$ cat src/rtl/f1_reaction_timer.sv
`default_nettype none
// ============================================================================
// Module   : f1_reaction_timer
// Purpose  : Receiving end of the F1 start-light sequence. Detects a full
//            lights-on / lights-out run, counts ticks until the driver's
//            button press and reports reaction time, jump start or timeout.
//            The result is held until the host acknowledges it with clr.
// Options  : F1_BEST_TIME_EN - adds a best_time output that keeps the
//            fastest valid (non-timeout) reaction since the last reset.
// Revision : 1.0 - initial release
// ============================================================================
module f1_reaction_timer #(
    parameter int unsigned      CNT_W   = 12,
    parameter logic [CNT_W-1:0] TIMEOUT = 12'd2000
) (
    input  logic             clk,
    input  logic             rst,
    input  logic [7:0]       lights,
    input  logic             tick,
    input  logic             btn,
    input  logic             clr,
    output logic [CNT_W-1:0] reaction_time,
    output logic             valid,
    output logic             jump_start,
    output logic             timeout,
`ifdef F1_BEST_TIME_EN
    output logic [CNT_W-1:0] best_time,
`endif
    output logic             busy
);

    localparam logic [2:0] c_ST_IDLE   = 3'd0;
    localparam logic [2:0] c_ST_ARMED  = 3'd1;
    localparam logic [2:0] c_ST_TIMING = 3'd2;
    localparam logic [2:0] c_ST_DONE   = 3'd3;
    localparam logic [2:0] c_ST_FAULT  = 3'd4;

    localparam logic [7:0] c_ALL_ON  = 8'hFF;
    localparam logic [7:0] c_ALL_OFF = 8'h00;

    logic [2:0]       state_q, state_d;
    logic [CNT_W-1:0] cnt_q, cnt_d;
    logic [CNT_W-1:0] res_q, res_d;
    logic             valid_q, valid_d;
    logic             jump_q, jump_d;
    logic             to_q, to_d;
    logic             btn_q;

    logic             press;
    logic [CNT_W-1:0] eff_cnt;

    // A press is a rising edge only, so a button held across a state
    // change never counts. The effective count folds in this cycle's tick.
    assign press   = btn & ~btn_q;
    assign eff_cnt = cnt_q + {{(CNT_W-1){1'b0}}, tick};

    // State register plus all registered result/flag state.
    always_ff @(posedge clk or negedge rst) begin
        if (!rst) begin
            state_q <= c_ST_IDLE;
            cnt_q   <= '0;
            res_q   <= '0;
            valid_q <= 1'b0;
            jump_q  <= 1'b0;
            to_q    <= 1'b0;
            btn_q   <= 1'b0;
        end else begin
            state_q <= state_d;
            cnt_q   <= cnt_d;
            res_q   <= res_d;
            valid_q <= valid_d;
            jump_q  <= jump_d;
            to_q    <= to_d;
            btn_q   <= btn;
        end
    end

    // Next-state and next-result decode; press always outranks the lights.
    always_comb begin
        state_d = state_q;
        cnt_d   = cnt_q;
        res_d   = res_q;
        valid_d = valid_q;
        jump_d  = jump_q;
        to_d    = to_q;
        case (state_q)
            c_ST_IDLE: begin
                if (lights == c_ALL_ON) begin
                    state_d = c_ST_ARMED;
                end
            end
            c_ST_ARMED: begin
                if (press) begin
                    state_d = c_ST_FAULT;
                    jump_d  = 1'b1;
                end else if (lights == c_ALL_OFF) begin
                    state_d = c_ST_TIMING;
                    cnt_d   = '0;
                end else if (lights != c_ALL_ON) begin
                    // Sequence abandoned part way: quietly start over.
                    state_d = c_ST_IDLE;
                end
            end
            c_ST_TIMING: begin
                if (press) begin
                    state_d = c_ST_DONE;
                    res_d   = eff_cnt;
                    valid_d = 1'b1;
                    to_d    = 1'b0;
                end else if (eff_cnt >= TIMEOUT) begin
                    state_d = c_ST_DONE;
                    res_d   = TIMEOUT;
                    valid_d = 1'b1;
                    to_d    = 1'b1;
                end else begin
                    cnt_d = eff_cnt;
                end
            end
            c_ST_DONE, c_ST_FAULT: begin
                // Result is frozen until acknowledged; reaction_time is
                // deliberately left holding its last value.
                if (clr) begin
                    state_d = c_ST_IDLE;
                    valid_d = 1'b0;
                    jump_d  = 1'b0;
                    to_d    = 1'b0;
                end
            end
            default: begin
                state_d = c_ST_IDLE;
                valid_d = 1'b0;
                jump_d  = 1'b0;
                to_d    = 1'b0;
            end
        endcase
    end

    // Output decode: busy comes straight from the state register.
    always_comb begin
        busy          = (state_q == c_ST_ARMED) || (state_q == c_ST_TIMING);
        reaction_time = res_q;
        valid         = valid_q;
        jump_start    = jump_q;
        timeout       = to_q;
    end

`ifdef F1_BEST_TIME_EN
    logic [CNT_W-1:0] best_q;

    // Track the fastest genuine reaction; only reset clears it, not clr.
    always_ff @(posedge clk or negedge rst) begin
        if (!rst) begin
            best_q <= '1;
        end else if ((state_q == c_ST_TIMING) && (state_d == c_ST_DONE) &&
                     valid_d && !to_d && (res_d < best_q)) begin
            best_q <= res_d;
        end
    end

    assign best_time = best_q;
`endif

endmodule
`default_nettype wire

$ cat config.mk
export PLATFORM = sky130hd
export DESIGN_NAME = f1_reaction_timer
export DESIGN_NICKNAME = d
export VERILOG_FILES = /design/src/rtl/f1_reaction_timer.sv
export SDC_FILE = /design/constraint.sdc
export NUM_CORES = 1
export LEC_CHECK = 0
export BUFFER_PORTS_ARGS = -buffer_cell sky130_fd_sc_hd__buf_2
export CORE_UTILIZATION = 35
export CTS_CLUSTER_DIAMETER = 50
export DETAILED_ROUTE_END_ITERATION = 10
export GPL_TIMING_DRIVEN = 0
export PLACE_DENSITY = 0.63
export SETUP_SLACK_MARGIN = 0.15
export SYNTH_ARGS = -nofsm -noshare
export SYNTH_HDL_FRONTEND = slang
export SYNTH_SLANG_ARGS = --single-unit
$ cat constraint.sdc
create_clock -name clk -period 2.9 [get_ports clk]
set_input_delay 0.58 -clock clk [delete_from_list [all_inputs] [get_ports clk]]
set_output_delay 0.58 -clock clk [all_outputs]
set_load 0.02 [all_outputs]
==> load_flow_metrics.sql <==
INSERT INTO impl_metrics (metric_group, metric, value, unit) VALUES
('clocking', 'ctsHtreeMaxLevel', '2', ''),
('job', 'cap_viol_max_count', '0', ''),
('power_and_ir_drop', 'max_ir_drop_vdd', '0.2201', 'mV'),
('global_routing', 'grt_antenna_before_repair', '0', ''),
('detailed_routing', 'route.final.wire_length', '4.117', 'mm'),
('sta', 'final-setup-viol-count', '0', ''),
('logic_synthesis', 'synthMuxAreaShare', '0', '%'),
('sta', 'finalHoldWorstSlack', '0.3497', 'ns'),
('logic_synthesis', 'compound_gate_fraction_of_synth_area', '24.78', '%'),
('logic_synthesis', 'post_synth.cell_area_avg', '10.19', 'µm²'),
('detailed_routing', 'vias_per_cell', '5.326', ''),
('power_and_ir_drop', 'cellInternalPower', '626.1', 'µW'),
('place', 'numPortBuffers', '28', ''),
('logic_synthesis', 'synth_top_area_share', '42.79', '%'),
('logic_synthesis', 'synth_ff_type', 'sky130_fd_sc_hd__dfrtp_1', ''),
('final_layout', 'nFillCells', '481', ''),
('logic_synthesis', 'synth_top_cell_by_area', 'sky130_fd_sc_hd__dfrtp_1', ''),
('logic_synthesis', 'synth.top_cells.by_count', '31 x sky130_fd_sc_hd__dfrtp_1, 17 x sky130_fd_sc_hd__nand2_1, 16 x sky130_fd_sc_hd__nor2_1, 8 x sky130_fd_sc_hd__a21oi_1', ''),
('logic_synthesis', 'synth_fa_ha_area_share', '1.380', '%'),
('clocking', 'cts_buffers', '5', ''),
('outcome', 'outcome', 'completed', ''),
('logic_synthesis', 'synth-edff-count', '0', ''),
('sta', 'finalHoldViolCount', '0', ''),
('clocking', 'cts_resized', '0', ''),
('logic_synthesis', 'syn-cell-area', '1813', 'µm²'),
('power_and_ir_drop', 'share_comb_of_total_power', '7.4', '%'),
('clocking', 'worstSkewPairLatency', '0.28', 'ns'),
('logic_synthesis', 'post_synth_net_total', '193', ''),
('detailed_routing', 'vias', '1486', ''),
('floorplanning', 'rows', '25', ''),
('clocking', 'clock-root-buffer', 'sky130_fd_sc_hd__clkbuf_8', ''),
('setup_path', 'crit_arrival', '2.73', 'ns'),
('floorplanning', 'floorplan.io_pins', '29', ''),
('detailed_routing', 'route.detailed.wl_per_inst', '14.76', 'µm'),
('sta', 'period_minus_slack', '2.563', 'ns'),
('power_and_ir_drop', 'switching_share_of_total_power', '23.62', '%'),
('clocking', 'cts_post_setup_buffers_inserted', '0', ''),
('setup_path', 'setup_crit_start_kind', 'input pin', ''),
('logic_synthesis', 'synth-xor-area-share', '2.899', '%'),
('setup_path', 'cp-end-kind', 'flip-flop', ''),
('sta', 'period_share', '88.37', '%'),
('logic_synthesis', 'synth_area_leaders', 'sky130_fd_sc_hd__dfrtp_1 43%, sky130_fd_sc_hd__nand2_1 3.5%, sky130_fd_sc_hd__nor2_1 3.3%', ''),
('power_and_ir_drop', 'cellLeakagePower', '0.9720', 'nW'),
('floorplanning', 'core_region_area', '4848', 'µm²'),
('logic_synthesis', 'synth.distinct_cells', '56', ''),
('floorplanning', 'initial_core_util', '37.39', '%'),
('setup_path', 'timing_worst_setup_path_type', 'input pin to flip-flop', ''),
('final_layout', 'layout-area-overhead-vs-synth', '16.36', '%'),
('clocking', 'clock_transition_at_the_registers_of_the_reported_paths', '0.06', 'ns'),
('logic_synthesis', 'yosys.area_share.simple', '23.60', '%'),
('logic_synthesis', 'synthMostInstantiatedCell', 'sky130_fd_sc_hd__dfrtp_1', ''),
('sta', 'timing.final.max_slew_violations', '0', ''),
('global_routing', 'grt_overflow_total', '0', ''),
('clocking', 'clock_sink_count', '31', ''),
('logic_synthesis', 'synth-warning-count', '0', ''),
('logic_synthesis', 'gate_count_after_technology_mapping', '178', ''),
('sta', 'rsz0062_at_grt', 'false', ''),
('sta', 'setup_tns', '0', 'ns'),
('clocking', 'cts-hold-fix-buffers', '0', ''),
('floorplanning', 'design.die.area', '5472', 'µm²'),
('place', 'gp_congestion', '0.8161', ''),
('power_and_ir_drop', 'finalPower', '819.7', 'µW'),
('final_layout', 'area_used_by_multi_input_combinational_logic', '954.7', 'µm²'),
('global_routing', 'grt_first_pass_wirelength', '7.086', 'mm'),
('logic_synthesis', 'synth_seq_area_share', '42.79', '%'),
('power_and_ir_drop', 'power.density_cell_area', '388.6', 'nW/µm²'),
('min_path', 'timing.hold.worst.class', 'input pin to async pin', ''),
('power_and_ir_drop', 'total_switching_power', '193.6', 'µW'),
('clocking', 'max-clock-path-buffers', '2', ''),
('sta', 'actual_transition_at_the_worst_max_transition_pin', '0.7071', 'ns'),
('detailed_routing', 'drc_errors', '0', '');
[kinds of logic after synthesis]
kind of cell,count (synthesis)
AOI/OAI and AO/OA,52
xor gates and xnor gates,6
adders and majority gates,2
buffers and inverters,12
DFF,31
and+or+nand+nor,75
[worst max-delay path, cell delays in order]
cell,delay (ns)
sky130_fd_sc_hd__buf_2,0.08
sky130_fd_sc_hd__ha_1,0.29
sky130_fd_sc_hd__ha_1,0.19
sky130_fd_sc_hd__buf_4,0.16
sky130_fd_sc_hd__and4_1,0.24
sky130_fd_sc_hd__nand4b_1,0.12
sky130_fd_sc_hd__a31o_1,0.28
sky130_fd_sc_hd__o211a_2,0.35
sky130_fd_sc_hd__and3_1,0.21
sky130_fd_sc_hd__a211o_1,0.21
[final cells by class]
| cell class | instances | share of cell area [%] |
|---|---|---|
| Tap cell | 67 | 3.974 |
| Timing Repair Buffer | 28 | 6.643 |
| Clock buffer | 6 | 3.440 |
| Inverter | 3 | 0.5338 |
| Buffer | 9 | 3.381 |
| Sequential cell | 31 | 36.77 |
| Multi-Input combinational cell | 135 | 45.26 |
[power groups by stage]
stage	Sequential, mW	Clock (mW)	Combinational, mW
after detailed placement	0.459	0	0.0621
after global placement	0.458	0	0.0610
final	0.451	0.308	0.0606
after floorplan	0.466	0	0.0232
after CTS	0.451	0.315	0.0621
after global routing	0.452	0.335	0.0685
[layout by cell type, fill, tap and decap left out, types with 2 or more instances in the layout]
cell type                   Yosys  layout
sky130_fd_sc_hd__dfrtp_1       31      31
sky130_fd_sc_hd__buf_2          0      28
sky130_fd_sc_hd__nand2_1       17      17
sky130_fd_sc_hd__nor2_1        16      16
sky130_fd_sc_hd__a21oi_1        8       8
sky130_fd_sc_hd__nand4_1        6       6
sky130_fd_sc_hd__nand3_1        6       6
sky130_fd_sc_hd__nor3_1         5       5
sky130_fd_sc_hd__clkbuf_8       0       5
sky130_fd_sc_hd__buf_4          4       4
sky130_fd_sc_hd__a21o_2         4       4
sky130_fd_sc_hd__xnor2_1        4       4
sky130_fd_sc_hd__a2bb2oi_1      4       4
sky130_fd_sc_hd__a22o_1         4       4
sky130_fd_sc_hd__buf_6          3       3
sky130_fd_sc_hd__nand2b_1       3       3
sky130_fd_sc_hd__clkbuf_1       2       3
sky130_fd_sc_hd__inv_1          3       3
sky130_fd_sc_hd__and3_1         3       3
sky130_fd_sc_hd__o211ai_1       3       3
sky130_fd_sc_hd__nor4_1         3       3
sky130_fd_sc_hd__nor4_2         2       2
sky130_fd_sc_hd__and4_1         2       2
sky130_fd_sc_hd__a31o_2         2       2
sky130_fd_sc_hd__nor2b_1        2       2
sky130_fd_sc_hd__o21ai_2        2       2
sky130_fd_sc_hd__o21a_1         2       2
sky130_fd_sc_hd__o21ai_0        2       2
sky130_fd_sc_hd__a21boi_0       2       2
sky130_fd_sc_hd__a32o_1         2       2
sky130_fd_sc_hd__xor2_1         2       2
sky130_fd_sc_hd__a22o_2         2       2
sky130_fd_sc_hd__ha_1           2       2
[registers in the layout, indices dropped and copies added (netlist names)]
name and count:
cnt_q 12, timeout 1, state_q 3, jump_start 1, reaction_time 12, btn_q 1, valid 1
[worst paths after layout]
kind                          start                to  slack, ns  cells past startpoint
setup / recovery               tick          cnt_q[4]       0.34                     10
hold / removal                  rst  reaction_time[5]       0.35                      1
setup reg to reg           cnt_q[0]          cnt_q[4]       0.37                      9
hold reg to reg               valid             valid       0.48                      2
max in group asynchronous       rst  reaction_time[7]       2.09                      1
min in group clk                btn             btn_q       0.44                      1
[metal layers]
metal / vias to the layer above / share of wire (%) / GRT usage (%)
met2: 27 / 48 / 27.58
met4: 0 / 1.1 / 5.342
li1: 740 / - / -
met1: 715 / 48 / 23.14
met5: - / 0 / 0
met3: 4 / 2.9 / 4.065
[per-stage QoR]
step                      cells  area [µm²]  setup slack [ns]  util, %
after floorplan             178        1813            0.3795        -
after global placement      273        2037           0.07891    42.01
after detailed placement    273        2037           0.07528    42.01
after CTS                   279        2110            0.3568    43.51
after global routing        279        2110            0.2270    43.51
final                       279        2110            0.3374    43.51
Note: power is estimated with default switching activity, not from simulation.
